### src/rtl/jtframe_neptuno_joy_pkg.sv
// Shared types and constants for the NeptUNO DB9 serial joystick reader.
package jtframe_neptuno_joy_pkg;

  typedef enum logic [2:0] {
    ST_LOAD,
    ST_SHIFT_LO,
    ST_SHIFT_HI,
    ST_SWAP,
    ST_SETTLE
  } state_t;

  // Bit positions inside the active-high joystick word
  localparam int RIGHT = 0;
  localparam int LEFT  = 1;
  localparam int DOWN  = 2;
  localparam int UP    = 3;
  localparam int BTN_B = 4;
  localparam int BTN_C = 5;
  localparam int BTN_A = 6;
  localparam int START = 7;

  localparam int PORT_BITS  = 6;
  localparam int PHASE_BITS = 12;

  // Field positions inside one port's slice of a scanned phase
  localparam int FLD_U     = 0;
  localparam int FLD_D     = 1;
  localparam int FLD_L     = 2;
  localparam int FLD_R     = 3;
  localparam int FLD_B     = 4;
  localparam int FLD_C     = 5;
  localparam int FLD_A     = 4;
  localparam int FLD_START = 5;

  function automatic logic [15:0] pad_word(input logic [PORT_BITS-1:0] hi,
                                           input logic [PORT_BITS-1:0] lo);
    logic [15:0] w;
    w        = '0;
    w[RIGHT] = hi[FLD_R];
    w[LEFT]  = hi[FLD_L];
    w[DOWN]  = hi[FLD_D];
    w[UP]    = hi[FLD_U];
    w[BTN_B] = hi[FLD_B];
    w[BTN_C] = hi[FLD_C];
    w[BTN_A] = lo[FLD_A];
    w[START] = lo[FLD_START];
    return w;
  endfunction

endpackage

### src/rtl/jtframe_neptuno_joy_deb.sv
// Compare-and-hold filter: a frame reaches the outputs only when it repeats
// the previous candidate, so single-frame glitches never show up.
module jtframe_neptuno_joy_deb (
  input  logic        clk,
  input  logic        rst,
  input  logic        stb,
  input  logic [15:0] cand1,
  input  logic [15:0] cand2,
  output logic [15:0] joy1,
  output logic [15:0] joy2,
  output logic        done
);

  logic [15:0] prev1_reg;
  logic [15:0] prev2_reg;

  always_ff @(posedge clk) begin
    if (rst) begin
      prev1_reg <= '0;
      prev2_reg <= '0;
      joy1      <= '0;
      joy2      <= '0;
      done      <= 1'b0;
    end else begin
      done <= 1'b0;
      if (stb) begin
        prev1_reg <= cand1;
        prev2_reg <= cand2;
        if (cand1 == prev1_reg && cand2 == prev2_reg) begin
          joy1 <= cand1;
          joy2 <= cand2;
          done <= 1'b1;
        end
      end
    end
  end

endmodule

### src/rtl/jtframe_neptuno_joy.sv
// NeptUNO serial reader for two 3-button Mega Drive pads behind a 12-bit 165 chain.
// Define JTFRAME_JOY_DEBOUNCE_EN to hold back frames that differ from the previous one.
module jtframe_neptuno_joy
  import jtframe_neptuno_joy_pkg::*;
#(
  parameter int CLKDIV = 8,
  parameter int SETTLE = 2
) (
  input  logic        clk_sys,
  input  logic        rst,
  output logic        JOY_CLK,
  output logic        JOY_LOAD,
  output logic        JOY_SELECT,
  input  logic        JOY_DATA,
  output logic [15:0] joystick1,
  output logic [15:0] joystick2,
  output logic        frame_done
);

  localparam int DW = $clog2(CLKDIV);
  localparam int SW = $clog2(SETTLE + 1);

  logic [DW-1:0]         div_reg;
  logic                  tick;
  state_t                state_reg;
  logic [3:0]            bc_reg;
  logic [SW-1:0]         settle_reg;
  logic [PHASE_BITS-1:0] sreg;
  logic [PHASE_BITS-1:0] hreg;
  logic                  pend_reg;
  logic                  commit;
  logic [15:0]           cand [2];

  assign tick = (div_reg == DW'(CLKDIV - 1));

  // The frame is released at the end of the settle time that follows the
  // SELECT=0 phase, so both phases are complete and the next frame starts clean.
  assign commit = tick && (state_reg == ST_SETTLE) &&
                  (settle_reg == SW'(SETTLE - 1)) && pend_reg;

  always_ff @(posedge clk_sys) begin
    if (rst) begin
      div_reg    <= '0;
      state_reg  <= ST_LOAD;
      bc_reg     <= '0;
      settle_reg <= '0;
      sreg       <= '0;
      hreg       <= '0;
      pend_reg   <= 1'b0;
      JOY_CLK    <= 1'b0;
      JOY_LOAD   <= 1'b1;
      JOY_SELECT <= 1'b1;
    end else begin
      div_reg  <= tick ? '0 : div_reg + DW'(1);
      JOY_LOAD <= (state_reg != ST_LOAD);
      JOY_CLK  <= (state_reg == ST_SHIFT_HI);
      if (tick) begin
        case (state_reg)
          ST_LOAD: begin
            bc_reg    <= '0;
            state_reg <= ST_SHIFT_LO;
          end
          ST_SHIFT_LO: begin
            sreg[bc_reg] <= ~JOY_DATA;
            state_reg    <= ST_SHIFT_HI;
          end
          ST_SHIFT_HI: begin
            if (bc_reg == 4'(PHASE_BITS - 1)) begin
              state_reg <= ST_SWAP;
            end else begin
              bc_reg    <= bc_reg + 4'd1;
              state_reg <= ST_SHIFT_LO;
            end
          end
          ST_SWAP: begin
            if (JOY_SELECT) hreg <= sreg;
            pend_reg   <= ~JOY_SELECT;
            JOY_SELECT <= ~JOY_SELECT;
            settle_reg <= '0;
            state_reg  <= ST_SETTLE;
          end
          ST_SETTLE: begin
            if (settle_reg == SW'(SETTLE - 1)) begin
              pend_reg  <= 1'b0;
              state_reg <= ST_LOAD;
            end else begin
              settle_reg <= settle_reg + SW'(1);
            end
          end
          default: state_reg <= ST_LOAD;
        endcase
      end
    end
  end

  for (genvar gi = 0; gi < 2; gi++) begin : g_port
    assign cand[gi] = pad_word(hreg[gi*PORT_BITS +: PORT_BITS],
                               sreg[gi*PORT_BITS +: PORT_BITS]);
  end

`ifdef JTFRAME_JOY_DEBOUNCE_EN
  jtframe_neptuno_joy_deb u_deb (
    .clk   (clk_sys),
    .rst   (rst),
    .stb   (commit),
    .cand1 (cand[0]),
    .cand2 (cand[1]),
    .joy1  (joystick1),
    .joy2  (joystick2),
    .done  (frame_done)
  );
`else
  always_ff @(posedge clk_sys) begin
    if (rst) begin
      joystick1  <= '0;
      joystick2  <= '0;
      frame_done <= 1'b0;
    end else begin
      frame_done <= commit;
      if (commit) begin
        joystick1 <= cand[0];
        joystick2 <= cand[1];
      end
    end
  end
`endif

endmodule

### config.mk
export PLATFORM = sky130hd
export DESIGN_NAME = jtframe_neptuno_joy
export DESIGN_NICKNAME = d
export VERILOG_FILES = /design/src/rtl/jtframe_neptuno_joy_pkg.sv /design/src/rtl/jtframe_neptuno_joy_deb.sv /design/src/rtl/jtframe_neptuno_joy.sv
export SDC_FILE = /design/constraint.sdc
export NUM_CORES = 1
export LEC_CHECK = 0
export ABC_AREA = 1
export CELL_PAD_IN_SITES_DETAIL_PLACEMENT = 1
export CELL_PAD_IN_SITES_GLOBAL_PLACEMENT = 2
export CORE_ASPECT_RATIO = 1.1
export CORE_MARGIN = 2
export CORE_UTILIZATION = 32
export CTS_CLUSTER_SIZE = 10
export DETAILED_ROUTE_END_ITERATION = 16
export PLACE_DENSITY = 0.87
export SKIP_CTS_REPAIR_TIMING = 1
export SLEW_MARGIN = 20
export SYNTH_ARGS = -nofsm -noshare
export SYNTH_HDL_FRONTEND = slang
export SYNTH_SLANG_ARGS = --single-unit
### constraint.sdc
create_clock -name clk_sys -period 2.9 [get_ports clk_sys]
set_input_delay 0.87 -clock clk_sys [delete_from_list [all_inputs] [get_ports clk_sys]]
set_output_delay 0.87 -clock clk_sys [all_outputs]
set_load 0.02 [all_outputs]
Word level (Yosys, flattened, before mapping)
Cells that the tools add are included.

storage, ports and cells
  logic and storage cells = 58
  output and inout port bits = 36
  bits of input ports = 3
  register bits after elaboration = 57

cells by class
  add/subtract/negate cells = 3
  equal/unequal tests = 10
  magnitude comparators = 2
  muxes and demuxes = 12
  bitwise operators = 2
  reductions and logical operators = 16

operator list
  kind                                                 number
  case mux 3 bit (5 select lines)                      1
  bitwise mux 12 bit                                   1
  AND reduction 3 bit                                  4
  case mux 4 bit (2 select lines)                      1
  == test 3 x 2 -> 1 bit, second input constant        2
  == test 3 bit, second input constant                 2
  AND reduction 2 bit                                  3
  < comparator 4 x 5 -> 1 bit, second input constant   1
  adder 4 x 1 -> 4 bit, second input constant          1
  demux 1 bit (select 4 bit)                           1
  == test 4 bit, second input constant                 1
  >= comparator 4 x 1 -> 1 bit, second input constant  1
  logical AND 1 bit                                    4
  2-to-1 mux 2 bit                                     2
  2-to-1 mux 4 bit                                     1
  inequality test 2 bit, second input constant         2
  case mux 2 bit (2 select lines)                      1
  nonzero test 2 bit                                   2
  adder 3 x 1 -> 3 bit, second input constant          1
  == test 3 x 1 -> 1 bit, second input constant        1
  logical NOT 3 bit                                    1
  2-to-1 mux 3 bit                                     1
  nonzero test 3 bit                                   1
  adder 2 x 1 -> 2 bit, second input constant          1
  other kinds (6)                                      8

Depth between registers and ports, before layout
  depth after elaboration = 5
  mapped depth = 9
  gate-level depth less buffers = 9

Least setup slack after synthesis
No wires, ideal clock.

  path type = input-to-reg
  from = in rst
  to = reg state_reg[0]
  required time = 2.826 ns
  path slack = 1.405 ns
  data arrival time = 1.421 ns
  cell stages on the path = 4
  buffers on the path = 1
  setup time = 0.074 ns
  path through = inv_1 > clkbuf_1 > nand2_1 > o21ai_0

RTL lines
  element                 RTL line                   source
  start: declaration      jtframe_neptuno_joy.sv:10  input logic rst,
  end signal: assignment  jtframe_neptuno_joy.sv:44  state_reg <= ST_LOAD;
  end signal: assignment  jtframe_neptuno_joy.sv:61  state_reg <= ST_SHIFT_LO;
  end signal: assignment  jtframe_neptuno_joy.sv:65  state_reg <= ST_SHIFT_HI;
  end: declaration        jtframe_neptuno_joy.sv:25  state_t state_reg;

Worst setup path in the final report
  from = reg JOY_SELECT
  to = out JOY_SELECT

RTL lines
  element                   RTL line                   source
  start: declaration        jtframe_neptuno_joy.sv:13  output logic JOY_SELECT,
  start signal: assignment  jtframe_neptuno_joy.sv:78  JOY_SELECT <= ~JOY_SELECT;

No word-level cell between the ends.

==> load_flow_metrics.sql <==
INSERT INTO impl_metrics (metric_group, metric, value, unit) VALUES
('worst_setup_path', 'r2r_end', 'sreg[8]$_SDFFE_PP0P_', ''),
('clock_tree', 'total_number_of_clock_tree_sinks', '57', ''),
('worst_setup_path', 'critical_path.endpoint_type', 'output pin', ''),
('final_layout', 'num-fill-cells', '957', ''),
('floorplanning', 'floorplan.initialDensity', '0.333', ''),
('worst_setup_path', 'timing.critical_path.cells', 'clkdlybuf4s50_1', ''),
('worst_setup_path', 'worst-setup-path-type', 'reg2out', ''),
('power', 'p_per_area', '558', 'nW/um^2'),
('synth', 'post_synth_and_or_nand_nor_area_fraction', '0.311', ''),
('sta', 'finalClockSkew', '9.40', 'ps'),
('detailed_routing', 'routed-via-count', '2059', ''),
('worst_setup_path', 'cpMaxStageDelayCell', 'sky130_fd_sc_hd__clkdlybuf4s50_1', ''),
('detailed_routing', 'drt_pre_antenna_iters', '4', ''),
('floorplanning', 'die_area', '8540', 'um^2'),
('sta', 'final.period_utilization', '0.751', ''),
('place', 'portBuffers', '22', ''),
('global_routing', 'initial_antenna_violation_count', '0', ''),
('clock_tree', 'cts.path.max_buffers', '2', ''),
('synth', 'synth.mux.area_fraction', '0', ''),
('worst_setup_path', 'critical_path.top_delay_family', 'buffers and inverters', ''),
('sta', 'fin_crit', '2180', 'ps'),
('final_layout', 'area_growth', '18.3', '%'),
('clock_tree', 'htreeDepth', '3', ''),
('detailed_routing', 'average_wire_length_per_cell_after_detail_routing', '10.7', 'um'),
('worst_setup_path', 'path_max_fanout', '4', ''),
('place', 'place_congestion', '0.698', ''),
('detailed_routing', 'antenna_violating_nets_post_route', '0', ''),
('worst_setup_path', 'total_buffers_and_inverters_traversed_by_the_critical_path', '1', ''),
('power', 'peakVddDrop', '0.000224', 'V'),
('sta', 'finalSetupViolCount', '0', ''),
('global_routing', 'grt_pass1_vias', '1995', ''),
('synth', 'yosysWarningCount', '0', ''),
('synth', 'yosys_register_bits', '57', ''),
('worst_setup_path', 'worst_r2r_startpoint', 'div_reg[0]$_SDFF_PP0_', ''),
('worst_setup_path', 'critPathLaunchType', 'register', ''),
('status', 'status', 'complete, no violations', ''),
('floorplanning', 'chipHeight', '96.7', 'um'),
('global_routing', 'grt_pass1_wl', '9.13', 'mm'),
('final_layout', 'final_layout_size_suffix_gt1_frac', '0.0889', ''),
('sta', 'max_clock_freq', '0.459', 'GHz'),
('min_path', 'hold_path.class', 'reg2reg', ''),
('final_layout', 'antenna-diode-count', '0', ''),
('sta', 'worst_hold_slack', '420', 'ps'),
('worst_setup_path', 'r2r_cells', '7', ''),
('clock_tree', 'cts_tree', 'built', ''),
('global_routing', 'grt_start_max_net_pins', '42', ''),
('final_layout', 'finalNetCount', '377', ''),
('final_layout', 'biggestRegsByFlops', 'hreg: 12 flops, sreg: 12 flops', ''),
('floorplanning', 'ios', '39', ''),
('detailed_routing', 'dr.first_iter.drc_count', '51', ''),
('floorplanning', 'floorplan.rows', '33', ''),
('synth', 'synth-seq-area-share', '0.456', ''),
('global_routing', 'global_route.usage.total', '0.134', ''),
('synth', 'synth_area_in_compound_gates', '0.0760', ''),
('synth', 'synth.avg_cell_area', '7.29', 'um^2'),
('detailed_routing', 'drc', '0', ''),
('run', 'maxCapViolCount', '0', ''),
('clock_tree', 'num_cts_buffers', '9', ''),
('sta', 'report.final.slew_viol_count', '0', ''),
('synth', 'netlist_instances', '343', ''),
('worst_setup_path', 'critical_path_max_stage_delay', '620', 'ps'),
('synth', 'post_synth_fa_ha_maj_area_fraction', '0.0400', ''),
('synth', 'synth.lib_cells_used.distinct', '24', ''),
('global_routing', 'gr-total-overflow', '0', ''),
('min_path', 'timing.hold.worst.start', 'div_reg[0]$_SDFF_PP0_', ''),
('synth', 'combinational_family_with_the_most_area_after_synthesis', 'simple AND/OR/NAND/NOR gates', ''),
('floorplanning', 'floorplan.core_area', '7510', 'um^2'),
('synth', 'mappedNetlistArea', '2500', 'um^2'),
('worst_setup_path', 'arrival', '1310', 'ps'),
('synth', 'synth_xor_area_frac', '0.00350', ''),
('min_path', 'worst_hold_path.num_cells', '1', '');
[cells in the mapped netlist]
| cell type | count | area (um^2) |
|---|---|---|
| sky130_fd_sc_hd__buf_4 | 19 | 143 |
| sky130_fd_sc_hd__nor2_4 | 2 | 22.5 |
| sky130_fd_sc_hd__nor3_2 | 1 | 10.0 |
| sky130_fd_sc_hd__nand2_1 | 58 | 218 |
| sky130_fd_sc_hd__nand4_1 | 1 | 6.26 |
| sky130_fd_sc_hd__o21ai_0 | 23 | 115 |
| sky130_fd_sc_hd__xnor2_1 | 1 | 8.76 |
| sky130_fd_sc_hd__dfxtp_1 | 57 | 1140 |
| sky130_fd_sc_hd__conb_1 | 1 | 3.75 |
| sky130_fd_sc_hd__inv_2 | 5 | 18.8 |
| sky130_fd_sc_hd__inv_4 | 1 | 6.26 |
| sky130_fd_sc_hd__a21oi_1 | 5 | 25.0 |
| sky130_fd_sc_hd__buf_1 | 1 | 3.75 |
| sky130_fd_sc_hd__nor2_2 | 2 | 12.5 |
| sky130_fd_sc_hd__inv_1 | 18 | 67.6 |
| sky130_fd_sc_hd__ha_1 | 8 | 100 |
| sky130_fd_sc_hd__nand2_2 | 3 | 18.8 |
| sky130_fd_sc_hd__nand3_2 | 1 | 10.0 |
| sky130_fd_sc_hd__buf_6 | 2 | 22.5 |
| sky130_fd_sc_hd__nand3_1 | 12 | 60.1 |
| sky130_fd_sc_hd__nor2_1 | 106 | 398 |
| sky130_fd_sc_hd__nand4_4 | 1 | 21.3 |
| sky130_fd_sc_hd__clkbuf_1 | 5 | 18.8 |
| sky130_fd_sc_hd__o21ai_1 | 10 | 50.1 |
[metal layers]
metal,vias up,GRT usage,share of wire
li1,1085,-,-
met1,931,0.167,0.47
met2,33,0.221,0.48
met3,10,0.0282,0.030
met4,0,0.0524,0.019
met5,-,0,0
[metrics by stage]
step / instance area, um^2 / setup slack [ps] / std cells / util / power, mW
global placement: 2750 / 715 / 460 / 0.366 / 0.869
detailed placement: 2750 / 688 / 460 / 0.366 / 0.870
floorplan: 2560 / 1410 / 358 / - / 0.870
finish: 2960 / 723 / 476 / 0.394 / 1.65
CTS: 2960 / 701 / 476 / 0.394 / 1.67
global route: 2960 / 660 / 476 / 0.394 / 1.71
[layout by cell type (no fill, tap or decap), types with 8 or more instances in the layout]
cell and count:
sky130_fd_sc_hd__inv_1 18, sky130_fd_sc_hd__conb_1 16, sky130_fd_sc_hd__clkbuf_8 9, sky130_fd_sc_hd__nand2_1 58
sky130_fd_sc_hd__clkdlybuf4s50_1 22, sky130_fd_sc_hd__o21ai_0 23, sky130_fd_sc_hd__o21ai_1 10, sky130_fd_sc_hd__dfxtp_1 57
sky130_fd_sc_hd__ha_1 8, sky130_fd_sc_hd__nand3_1 12, sky130_fd_sc_hd__nor2_1 106
[area by class of cell]
cell class / instances / area, um^2 / share of cell area
tap: 105 / 131 / 0.0444
clock inverter: 6 / 82.6 / 0.0279
clock buffer: 10 / 128 / 0.0431
multi-input combinational: 250 / 1140 / 0.384
timing repair buffer: 24 / 248 / 0.0837
inverter: 24 / 92.6 / 0.0313
sequential: 57 / 1140 / 0.386
[power by group]
part           internal [mW]  total (mW)  switching [mW]
Combinational         0.0171      0.0625          0.0454
Sequential             0.787       0.789         0.00208
Clock                  0.479       0.801           0.321
Total                   1.28        1.65           0.369
[kinds of logic after synthesis]
group / Yosys count
adders and majority gates: 8
and+or+nand+nor: 187
other: 1
AOI/OAI and AO/OA: 38
xor gates and xnor gates: 1
buffers and inverters: 51
DFF: 57
[worst max path at each step]
stage / startpoint / depth (start not counted) / to / slack, ps
3_3_place_gp: rst / 5 / joystick1[6]$_SDFFE_PP0P_ / 710
2_1_floorplan: rst / 4 / state_reg[0]$_SDFFE_PP0P_ / 1410
3_5_place_dp: rst / 5 / settle_reg[0]$_SDFFE_PP0P_ / 690
4_1_cts: JOY_SELECT$_SDFFE_PP1P_ / 1 / JOY_SELECT / 700
5_1_grt: JOY_SELECT$_SDFFE_PP1P_ / 1 / JOY_SELECT / 660
6_report: JOY_SELECT$_SDFFE_PP1P_ / 1 / JOY_SELECT / 720
Power figures use the tool's default switching activity.
